==> src/rtl/loader_pkg.sv <==
// Shared state type and constants for the UART boot loader.
// The checksum stage is present only when LOADER_CHECKSUM_EN is defined.
package loader_pkg;

  typedef enum logic [2:0] {
    ST_WAIT_HDR = 3'd0,
    ST_LEN0     = 3'd1,
    ST_LEN1     = 3'd2,
    ST_DATA     = 3'd3,
    ST_WRITE    = 3'd4,
    ST_CSUM     = 3'd5,
    ST_DONE     = 3'd6,
    ST_ERROR    = 3'd7
  } state_e;

  localparam logic [7:0] HEADER_BYTE = 8'hA5;
  localparam logic [2:0] OPTION_WORD = 3'b010;
  localparam int unsigned MIN_DIV = 16;

endpackage

==> src/rtl/uart_boot_loader_rx.sv <==
// 8N1 receiver: 2-flop synchronizer, mid-bit sampling, byte strobe.
// Start edges are re-checked at half a bit to reject glitches.
module uart_rx #(
  parameter int unsigned DIV = 86
) (
  input  logic       clk,
  input  logic       rst_n,
  input  logic       rx,
  output logic [7:0] rx_byte,
  output logic       byte_valid,
  output logic       frame_err
);

  localparam int unsigned CW = $clog2(DIV);
  localparam logic [CW-1:0] HALF_M1 = CW'(DIV / 2 - 1);
  localparam logic [CW-1:0] FULL_M1 = CW'(DIV - 1);

  localparam logic [1:0] RX_IDLE  = 2'd0;
  localparam logic [1:0] RX_START = 2'd1;
  localparam logic [1:0] RX_DATA  = 2'd2;
  localparam logic [1:0] RX_STOP  = 2'd3;

  logic          s1_q, s2_q, prev_q;
  logic [1:0]    st_q, st_d;
  logic [CW-1:0] cnt_q, cnt_d;
  logic [2:0]    bit_q, bit_d;
  logic [7:0]    shift_q, shift_d;
  logic          valid_q, valid_d;
  logic          ferr_q, ferr_d;

  always_comb begin
    st_d    = st_q;
    cnt_d   = cnt_q + CW'(1);
    bit_d   = bit_q;
    shift_d = shift_q;
    valid_d = 1'b0;
    ferr_d  = 1'b0;
    unique case (st_q)
      RX_IDLE: begin
        cnt_d = '0;
        if (prev_q && !s2_q) st_d = RX_START;
      end
      RX_START: begin
        if (cnt_q == HALF_M1) begin
          cnt_d = '0;
          bit_d = '0;
          st_d  = s2_q ? RX_IDLE : RX_DATA;
        end
      end
      RX_DATA: begin
        if (cnt_q == FULL_M1) begin
          cnt_d   = '0;
          shift_d = {s2_q, shift_q[7:1]};
          if (bit_q == 3'd7) st_d = RX_STOP;
          else bit_d = bit_q + 3'd1;
        end
      end
      RX_STOP: begin
        if (cnt_q == FULL_M1) begin
          cnt_d   = '0;
          st_d    = RX_IDLE;
          valid_d = s2_q;
          ferr_d  = !s2_q;
        end
      end
      default: st_d = RX_IDLE;
    endcase
  end

  always_ff @(posedge clk or negedge rst_n) begin
    if (!rst_n) begin
      s1_q    <= 1'b1;
      s2_q    <= 1'b1;
      prev_q  <= 1'b1;
      st_q    <= RX_IDLE;
      cnt_q   <= '0;
      bit_q   <= '0;
      shift_q <= '0;
      valid_q <= 1'b0;
      ferr_q  <= 1'b0;
    end else begin
      s1_q    <= rx;
      s2_q    <= s1_q;
      prev_q  <= s2_q;
      st_q    <= st_d;
      cnt_q   <= cnt_d;
      bit_q   <= bit_d;
      shift_q <= shift_d;
      valid_q <= valid_d;
      ferr_q  <= ferr_d;
    end
  end

  assign rx_byte    = shift_q;
  assign byte_valid = valid_q;
  assign frame_err  = ferr_q;

endmodule

==> src/rtl/uart_boot_loader.sv <==
// Serial boot loader: holds the Core while a framed image is written.
// Define LOADER_CHECKSUM_EN to require and verify the trailing CSUM byte.
module uart_boot_loader
  import loader_pkg::*;
#(
  parameter int unsigned CLK_FREQ     = 10_000_000,
  parameter int unsigned BAUD_RATE    = 115200,
  parameter int unsigned MEMORY_SIZE  = 1024,
  parameter logic [31:0] BASE_ADDRESS = 32'h0
) (
  input  logic        clk,
  input  logic        rst_n,
  input  logic        rx,
  input  logic        skip_load,
  output logic        mem_write,
  output logic [2:0]  mem_option,
  output logic [31:0] mem_address,
  output logic [31:0] mem_write_data,
  output logic        core_hold,
  output logic        busy,
  output logic        error
);

  localparam int unsigned DIV = CLK_FREQ / BAUD_RATE;

  if (DIV < MIN_DIV) begin : g_div_chk
    $error("uart_boot_loader: CLK_FREQ/BAUD_RATE must be at least 16");
  end

  logic [7:0] rx_byte;
  logic       byte_valid;
  logic       frame_err;

  uart_rx #(.DIV(DIV)) u_rx (
    .clk        (clk),
    .rst_n      (rst_n),
    .rx         (rx),
    .rx_byte    (rx_byte),
    .byte_valid (byte_valid),
    .frame_err  (frame_err)
  );

  state_e      state_q, state_d;
  logic [15:0] len_q, len_d;
  logic [15:0] idx_q, idx_d;
  logic [1:0]  bcnt_q, bcnt_d;
  logic [31:0] wdata_q, wdata_d;
  logic        error_q, error_d;
  logic [31:0] nbytes;
`ifdef LOADER_CHECKSUM_EN
  logic [7:0]  csum_q, csum_d;
`endif

  assign busy = state_q inside {ST_LEN0, ST_LEN1, ST_DATA, ST_WRITE, ST_CSUM};

  always_comb begin
    state_d = state_q;
    len_d   = len_q;
    idx_d   = idx_q;
    bcnt_d  = bcnt_q;
    wdata_d = wdata_q;
    error_d = error_q;
    nbytes  = {14'd0, rx_byte, len_q[7:0], 2'b00};
`ifdef LOADER_CHECKSUM_EN
    csum_d  = csum_q;
`endif
    unique case (state_q)
      ST_WAIT_HDR: begin
        if (skip_load) begin
          state_d = ST_DONE;
        end else if (byte_valid && rx_byte == HEADER_BYTE) begin
          state_d = ST_LEN0;
          error_d = 1'b0;
          idx_d   = '0;
          bcnt_d  = '0;
`ifdef LOADER_CHECKSUM_EN
          csum_d  = '0;
`endif
        end
      end
      ST_LEN0: begin
        if (byte_valid) begin
          len_d[7:0] = rx_byte;
          state_d    = ST_LEN1;
        end
      end
      ST_LEN1: begin
        if (byte_valid) begin
          len_d[15:8] = rx_byte;
          if (nbytes > 32'(MEMORY_SIZE)) state_d = ST_ERROR;
`ifdef LOADER_CHECKSUM_EN
          else if (len_d == 16'd0) state_d = ST_CSUM;
`else
          else if (len_d == 16'd0) state_d = ST_DONE;
`endif
          else state_d = ST_DATA;
        end
      end
      ST_DATA: begin
        if (byte_valid) begin
          wdata_d[8*bcnt_q +: 8] = rx_byte;
          bcnt_d = bcnt_q + 2'd1;
`ifdef LOADER_CHECKSUM_EN
          csum_d = csum_q + rx_byte;
`endif
          if (bcnt_q == 2'd3) state_d = ST_WRITE;
        end
      end
      ST_WRITE: begin
        idx_d = idx_q + 16'd1;
`ifdef LOADER_CHECKSUM_EN
        state_d = (idx_d == len_q) ? ST_CSUM : ST_DATA;
`else
        state_d = (idx_d == len_q) ? ST_DONE : ST_DATA;
`endif
      end
`ifdef LOADER_CHECKSUM_EN
      ST_CSUM: begin
        if (byte_valid) state_d = (rx_byte == csum_q) ? ST_DONE : ST_ERROR;
      end
`endif
      ST_DONE:  state_d = ST_DONE;
      ST_ERROR: state_d = ST_WAIT_HDR;
      default:  state_d = ST_WAIT_HDR;
    endcase
    // A bad stop bit mid-frame aborts the load; idle/done states drop it
    if (frame_err && busy) state_d = ST_ERROR;
    if (state_d == ST_ERROR) error_d = 1'b1;
  end

  always_ff @(posedge clk or negedge rst_n) begin
    if (!rst_n) begin
      state_q <= ST_WAIT_HDR;
      len_q   <= '0;
      idx_q   <= '0;
      bcnt_q  <= '0;
      wdata_q <= '0;
      error_q <= 1'b0;
`ifdef LOADER_CHECKSUM_EN
      csum_q  <= '0;
`endif
    end else begin
      state_q <= state_d;
      len_q   <= len_d;
      idx_q   <= idx_d;
      bcnt_q  <= bcnt_d;
      wdata_q <= wdata_d;
      error_q <= error_d;
`ifdef LOADER_CHECKSUM_EN
      csum_q  <= csum_d;
`endif
    end
  end

  assign mem_write      = (state_q == ST_WRITE);
  assign mem_option     = OPTION_WORD;
  assign mem_address    = BASE_ADDRESS + {14'd0, idx_q, 2'b00};
  assign mem_write_data = wdata_q;
  assign core_hold      = (state_q != ST_DONE);
  assign error          = error_q;

endmodule

==> config.mk <==
export PLATFORM = sky130hd
export DESIGN_NAME = uart_boot_loader
export DESIGN_NICKNAME = d
export VERILOG_FILES = /design/src/rtl/loader_pkg.sv /design/src/rtl/uart_boot_loader_rx.sv /design/src/rtl/uart_boot_loader.sv
export SDC_FILE = /design/constraint.sdc
export NUM_CORES = 1
export LEC_CHECK = 0
export CAP_MARGIN = 40
export CORE_ASPECT_RATIO = 2
export CORE_UTILIZATION = 54
export DETAILED_ROUTE_END_ITERATION = 16
export PLACE_DENSITY = 0.81
export SYNTH_ARGS = -nofsm -noshare
export SYNTH_HDL_FRONTEND = slang
export SYNTH_SLANG_ARGS = --single-unit
export TNS_END_PERCENT = 30
==> constraint.sdc <==
create_clock -name clk -period 2.9 [get_ports clk]
set_input_delay 0.29 -clock clk [delete_from_list [all_inputs] [get_ports clk]]
set_output_delay 0.29 -clock clk [all_outputs]
set_load 0.005 [all_outputs]
; ---- Yosys cells after proc, flatten, opt, wreduce, memory -nomap -nowiden
; Cells that the tools add are included.
[word_totals]
register_bits = 95
input_bits = 4
wordCells = 115
[classes]
add_sub_neg = 5
n_lt_le_gt_ge = 1
n_eq_ne = 27
n_shift = 2
muxes = 41
reduce_logical = 23
[ops]
columns = op, count
row1 = $mux W3, 13
row2 = $neg A5 Y34, 1
row3 = $shift A8 B34 Y32 const A, 1
row4 = $shiftx A8 B34 Y32, 1
row5 = $bwmux W32, 1
row6 = $mux W16, 2
row7 = $pmux W16 S2, 1
row8 = $pmux W7 S3, 1
row9 = $gt A18 B11 Y1 const B, 1
row10 = $mux W2, 9
row11 = $pmux W3 S6, 1
row12 = $add A16 B1 Y16 const B, 1
row13 = $eq A16 B16 Y1, 1
row14 = $logic_not A16 Y1, 1
row15 = $eq A3 B3 Y1 const B, 5
row16 = $mux W7, 2
row17 = $ne A2 B1 Y1 const B, 7
row18 = $reduce_bool A2 Y1, 5
row19 = $eq A8 B8 Y1 const B, 1
row20 = $mux W1, 8
row21 = $pmux W2 S4, 1
row22 = $reduce_and A2 Y1, 4
row23 = $reduce_and A4 Y1, 2
row24 = $add A7 B1 Y7 const B, 1
row25 = other kinds (20), 28

; ---- Depth between registers and ports, before layout
[depth]
word_depth = 9
ltp_mapped = 8

; ---- By module
; From an unflattened synthesis, not the netlist that was laid out.
[unflattened]
cells_unflattened = 513
hier_area_um2 = 5042.3
[by_module_without_submodules]
columns = mod, instances, cells_per_inst, area_per_inst_um2
row1 = uart_boot_loader, 1, 422, 3898.7
row2 = uart_rx, 1, 91, 1143.6

; ---- Worst setup path before layout
; No wires, ideal clock.
[synth_path]
path_kind = register to register
start = reg idx_q[0]
end = reg state_q[0]
t_arrival_ns = 2.077
setup_slack_ns = 0.691
path_stages_with_launch = 9
n_path_buf = 1
path_cell_list = dfrtp_1 -> ha_1 -> buf_4 -> nand3_4 -> or4_1 -> a211o_1 -> a32oi_1 -> and4_1 -> o21ai_1
[synth_between]
elab_chain_len = 5
[synth_lines]
columns = item, line
row1 = from (decl), uart_boot_loader.sv:45  ; logic [15:0] idx_q, idx_d;
row2 = from (signal assigned), uart_boot_loader.sv:145  ; idx_q <= idx_d;
row3 = $add A16 B1 Y16, uart_boot_loader.sv:110  ; idx_d = idx_q + 16'd1;
row4 = $eq A16 B16 Y1, uart_boot_loader.sv:114  ; state_d = (idx_d == len_q) ? ST_DONE : ST_DATA;
row5 = $mux W3, uart_boot_loader.sv:114
row6 = $pmux W3 S6, uart_boot_loader.sv:67  ; unique case (state_q)
row7 = $mux W3, uart_boot_loader.sv:127  ; if (frame_err && busy) state_d = ST_ERROR;
row8 = net state_d[0], uart_boot_loader.sv:43  ; state_e state_q, state_d;
row9 = to (signal assigned), uart_boot_loader.sv:143  ; state_q <= state_d;
row10 = to (decl), uart_boot_loader.sv:43
; The timed path passes the listed nets, and every way through them passes these cells.
; A chain may end at the register's enable or synchronous reset.

; ---- Worst setup path in the final report
; Ends and elaborated chain as after synthesis.

==> flow_summary.toml <==
[run_status]
violations = "negative hold slack"
outcome = "finished with violations"

[critical_path]
endpoint_kind = "flop"
timing.rr.start = "idx_q[0]"
crit_end = "state_q[0]"
worstPathRequired_ps = 3130
path_cells = "ha_1 -> nand3_4 -> or4_1 -> a211o_1 -> a32oi_1 -> and4_1 -> o21ai_1"
rr_worst_depth = 7
slowest_delay_ps = 560
crit_path_top_delay_cell = "or4_1"
reg2reg_slack_ps = 300
worstPathArrival_ps = 2830
regToRegEndpoint = "state_q[0]"
setup.worst_path.start_class = "flop"
worstPathMaxFanout = 10
crit_start = "idx_q[0]"
critical_path_class = "reg2reg"

[detailed_routing]
drtAntennaViolNets = 0
avgViaCountPerCell = 5.95
vias = 3918
wl_um = 11700
drt_first_pass_iters = 5
drc = 0
detail_route.wl_per_cell_um = 17.7
drtIter0Drc = 238

[place]
placed_cell_area_mm2 = 0.00548
post-place-cells = 643
port-buffer-count = 55
gp_congestion = 0.910
hpwl_um = 7720

[sta]
max_slew.worst_pin.slew_ps = 697
slew_viol_final = 0
finalHoldViolations = 10
fin_crit_sh_pct = 89.7
worst_hold_slack_ps = -19.3
fin_skew_ps = 9.11
setup-tns-final_ps = 0
setup_viol = 0
fmax_mhz = 384
period_minus_slack_ps = 2600
rsz0062_at_grt = "no"
slew_headroom_pct = 53.3

[clock_tree]
tritoncts = "yes"
holdBufCountCts = 0
ctsResizeCount = 0
cts_made_buffers = 9
root_buffer = "clkbuf_16"
cts_buffer_depth = 2
cts_setup_buffers = 0
clkSinkCount = 95
clk_pin_slew_ps = 70
clock_latency_ps = 350
htreeDepth = 3

[layout]
layout-drive-gt1-share_pct = 11.7
antenna_cells = 0
area_growth_pct = 17.9
fin_area_mm2 = 0.00583
instances_no_fill = 659
nFillCells = 709
nets = 568

[synth]
netlist_instances = 510
yosys-top-cells-area = "dfrtp_1 47%, o21ai_0 6.6%, nand2_1 6.5%, mux2_2 6.4%, buf_4 3.5%"
ys_ff_latch = 95
synth_top_area_share_pct = 46.5
ys.flop_type = "dfrtp_1"
ys_seq_area_share_pct = 48.1
yosysTopAreaCell = "dfrtp_1"
async_reset_ff_share_pct = 100
synth-warning-count = 0
syn_area_per_cell_um2 = 9.70
syn_area_mm2 = 0.00495
synth_edf_count = 0
ys_types = 53

[power]
power_frac_seq_pct = 47.8
p_int_mw = 2.28
clockPowerShare_pct = 47.6
p_comb_share_pct = 4.6
switching_power_mw = 0.643
swShare_pct = 22.0
irDropWorstVdd_v = 0.000566
power.density_mw_per_mm2 = 501
p_leak_nw = 2.56

[floorplan]
num_rows = 49
die-area_mm2 = 0.00957
die_y_um = 137
initial_utilization_pct = 55.3
die-width_um = 69.7
io_pins = 75
core_area_mm2 = 0.00895

[grt]
antenna_found_initial = 0
grt_first_pass_wirelength_um = 19300
grt_pass1_vias = 3948
grt_overflow = 0
grt_max_degree = 55
grt_use_total_pct = 26.0

[min_path]
hp-class = "in2async"

[flow_run]
max_cap_violations = 0
==> synth_stat cells (2+ instances only) <==
library cell  number
dfrtp_1           92
nand2_1           86
o21ai_0           65
mux2_2            28
nor2_1            27
buf_4             23
clkbuf_1          19
xnor2_1           19
nand3_1           13
ha_1              12
nor3_1            10
xor2_1            10
inv_1              8
nand4_1            8
a22o_1             7
a21oi_1            6
a31oi_1            6
and3_1             6
nor3b_1            6
buf_2              5
nor4_1             5
o31ai_1            5
a22oi_1            3
dfstp_2            3
nand2b_1           3
nand3b_1           3
and4_1             2
conb_1             2
nand4b_1           2
nor2b_1            2
nor4bb_1           2
==> critical path: cells and delay by family, from the launching register on <==
| family | cells | cell delay (ps) |
|---|---|---|
| flip-flops | 1 | 500 |
| AND/OR/NAND/NOR | 3 | 960 |
| AO/OA/AOI/OAI | 3 | 540 |
| adder cells (fa/ha/maj) | 1 | 480 |
==> per-layer routing <==
metal	up-vias	routed length [µm]	global-route usage, %
li1	1815	-	-
met1	1915	4410	27.5
met2	144	6190	46.9
met3	44	465	4.24
met4	0	598	17.9
met5	-	0	0
==> stage by stage <==
step                      utilization (%)  setup slack (ps)  hold slack (ps)  power, mW
after floorplan                         -               691            -5.59       1.52
after global placement               61.2               496              347       1.54
after detailed placement             61.2               377              348       1.55
after CTS                            65.2               307             11.6       2.95
after global routing                 65.2               119             52.6       3.02
final                                65.2               298            -19.3       2.92
==> power by group through the flow <==
stage / sequential [mW] / combinational [mW] / clock (mW)
2_1_floorplan: 1.39 / 0.124 / 0
3_3_place_gp: 1.42 / 0.128 / 0
3_5_place_dp: 1.42 / 0.132 / 0
4_1_cts: 1.40 / 0.138 / 1.41
5_1_grt: 1.40 / 0.154 / 1.46
6_report: 1.40 / 0.134 / 1.39
==> worst min path at each step <==
stage / start / to / slack, ps / depth (start not counted)
2_1_floorplan: rst_n / async pin / -6 / 0
3_3_place_gp: u_rx.s1_q / u_rx.s2_q / 350 / 0
3_5_place_dp: u_rx.s1_q / u_rx.s2_q / 350 / 0
4_1_cts: rst_n / u_rx.cnt_q[6] / 10 / 1
5_1_grt: rst_n / u_rx.cnt_q[6] / 50 / 1
6_report: rst_n / u_rx.cnt_q[6] / -20 / 1
==> cell usage in the layout, fill, tap and decap left out, drive strengths merged, types with 11 or more instances in the layout <==
cell type,instances
clkdlybuf4s50,54
ha,12
nor2,27
o21ai,66
nor3,11
conb,19
dfrtp,92
nand3,15
mux2,28
nand2,86
xnor2,19
==> sequential cells by signal, summed over array words and instances, names as in the netlist, named ones only <==
signal,count
mem_write_data,32
len_q,16
state_q,3
bcnt_q,2
u_rx.prev_q,1
u_rx.st_q,1
u_rx.s1_q,1
u_rx.frame_err,1
u_rx.cnt_q,7
u_rx.bit_q,3
u_rx.byte_valid,1
u_rx.s2_q,1
idx_q,16
u_rx.rx_byte,8
error,1
==> logic make-up (layout without fill, tap and decap cells) <==
family	count (synthesis)	after routing	synth area share (%)
muxes	28	28	6.37
and+or+nand+nor	186	186	18.9
AOI/OAI and AO/OA	102	102	12.2
buffers and inverters	56	86	6.12
adders and majority gates	12	12	3.03
DFF	95	95	48.1
xor gates and xnor gates	29	29	5.13
other	2	19	0.152
==> cell type report <==
cell class	count	area, µm²	area share (%)
clock buffer	10	239	4.10
clock inverter	6	116	1.99
inverter	8	30.0	0.515
multi-input combinational	376	2330	39.9
sequential	95	2380	40.8
tap	102	128	2.19
timing repair buffer	62	613	10.5
No activity file was read; power rests on OpenSTA's default activity.
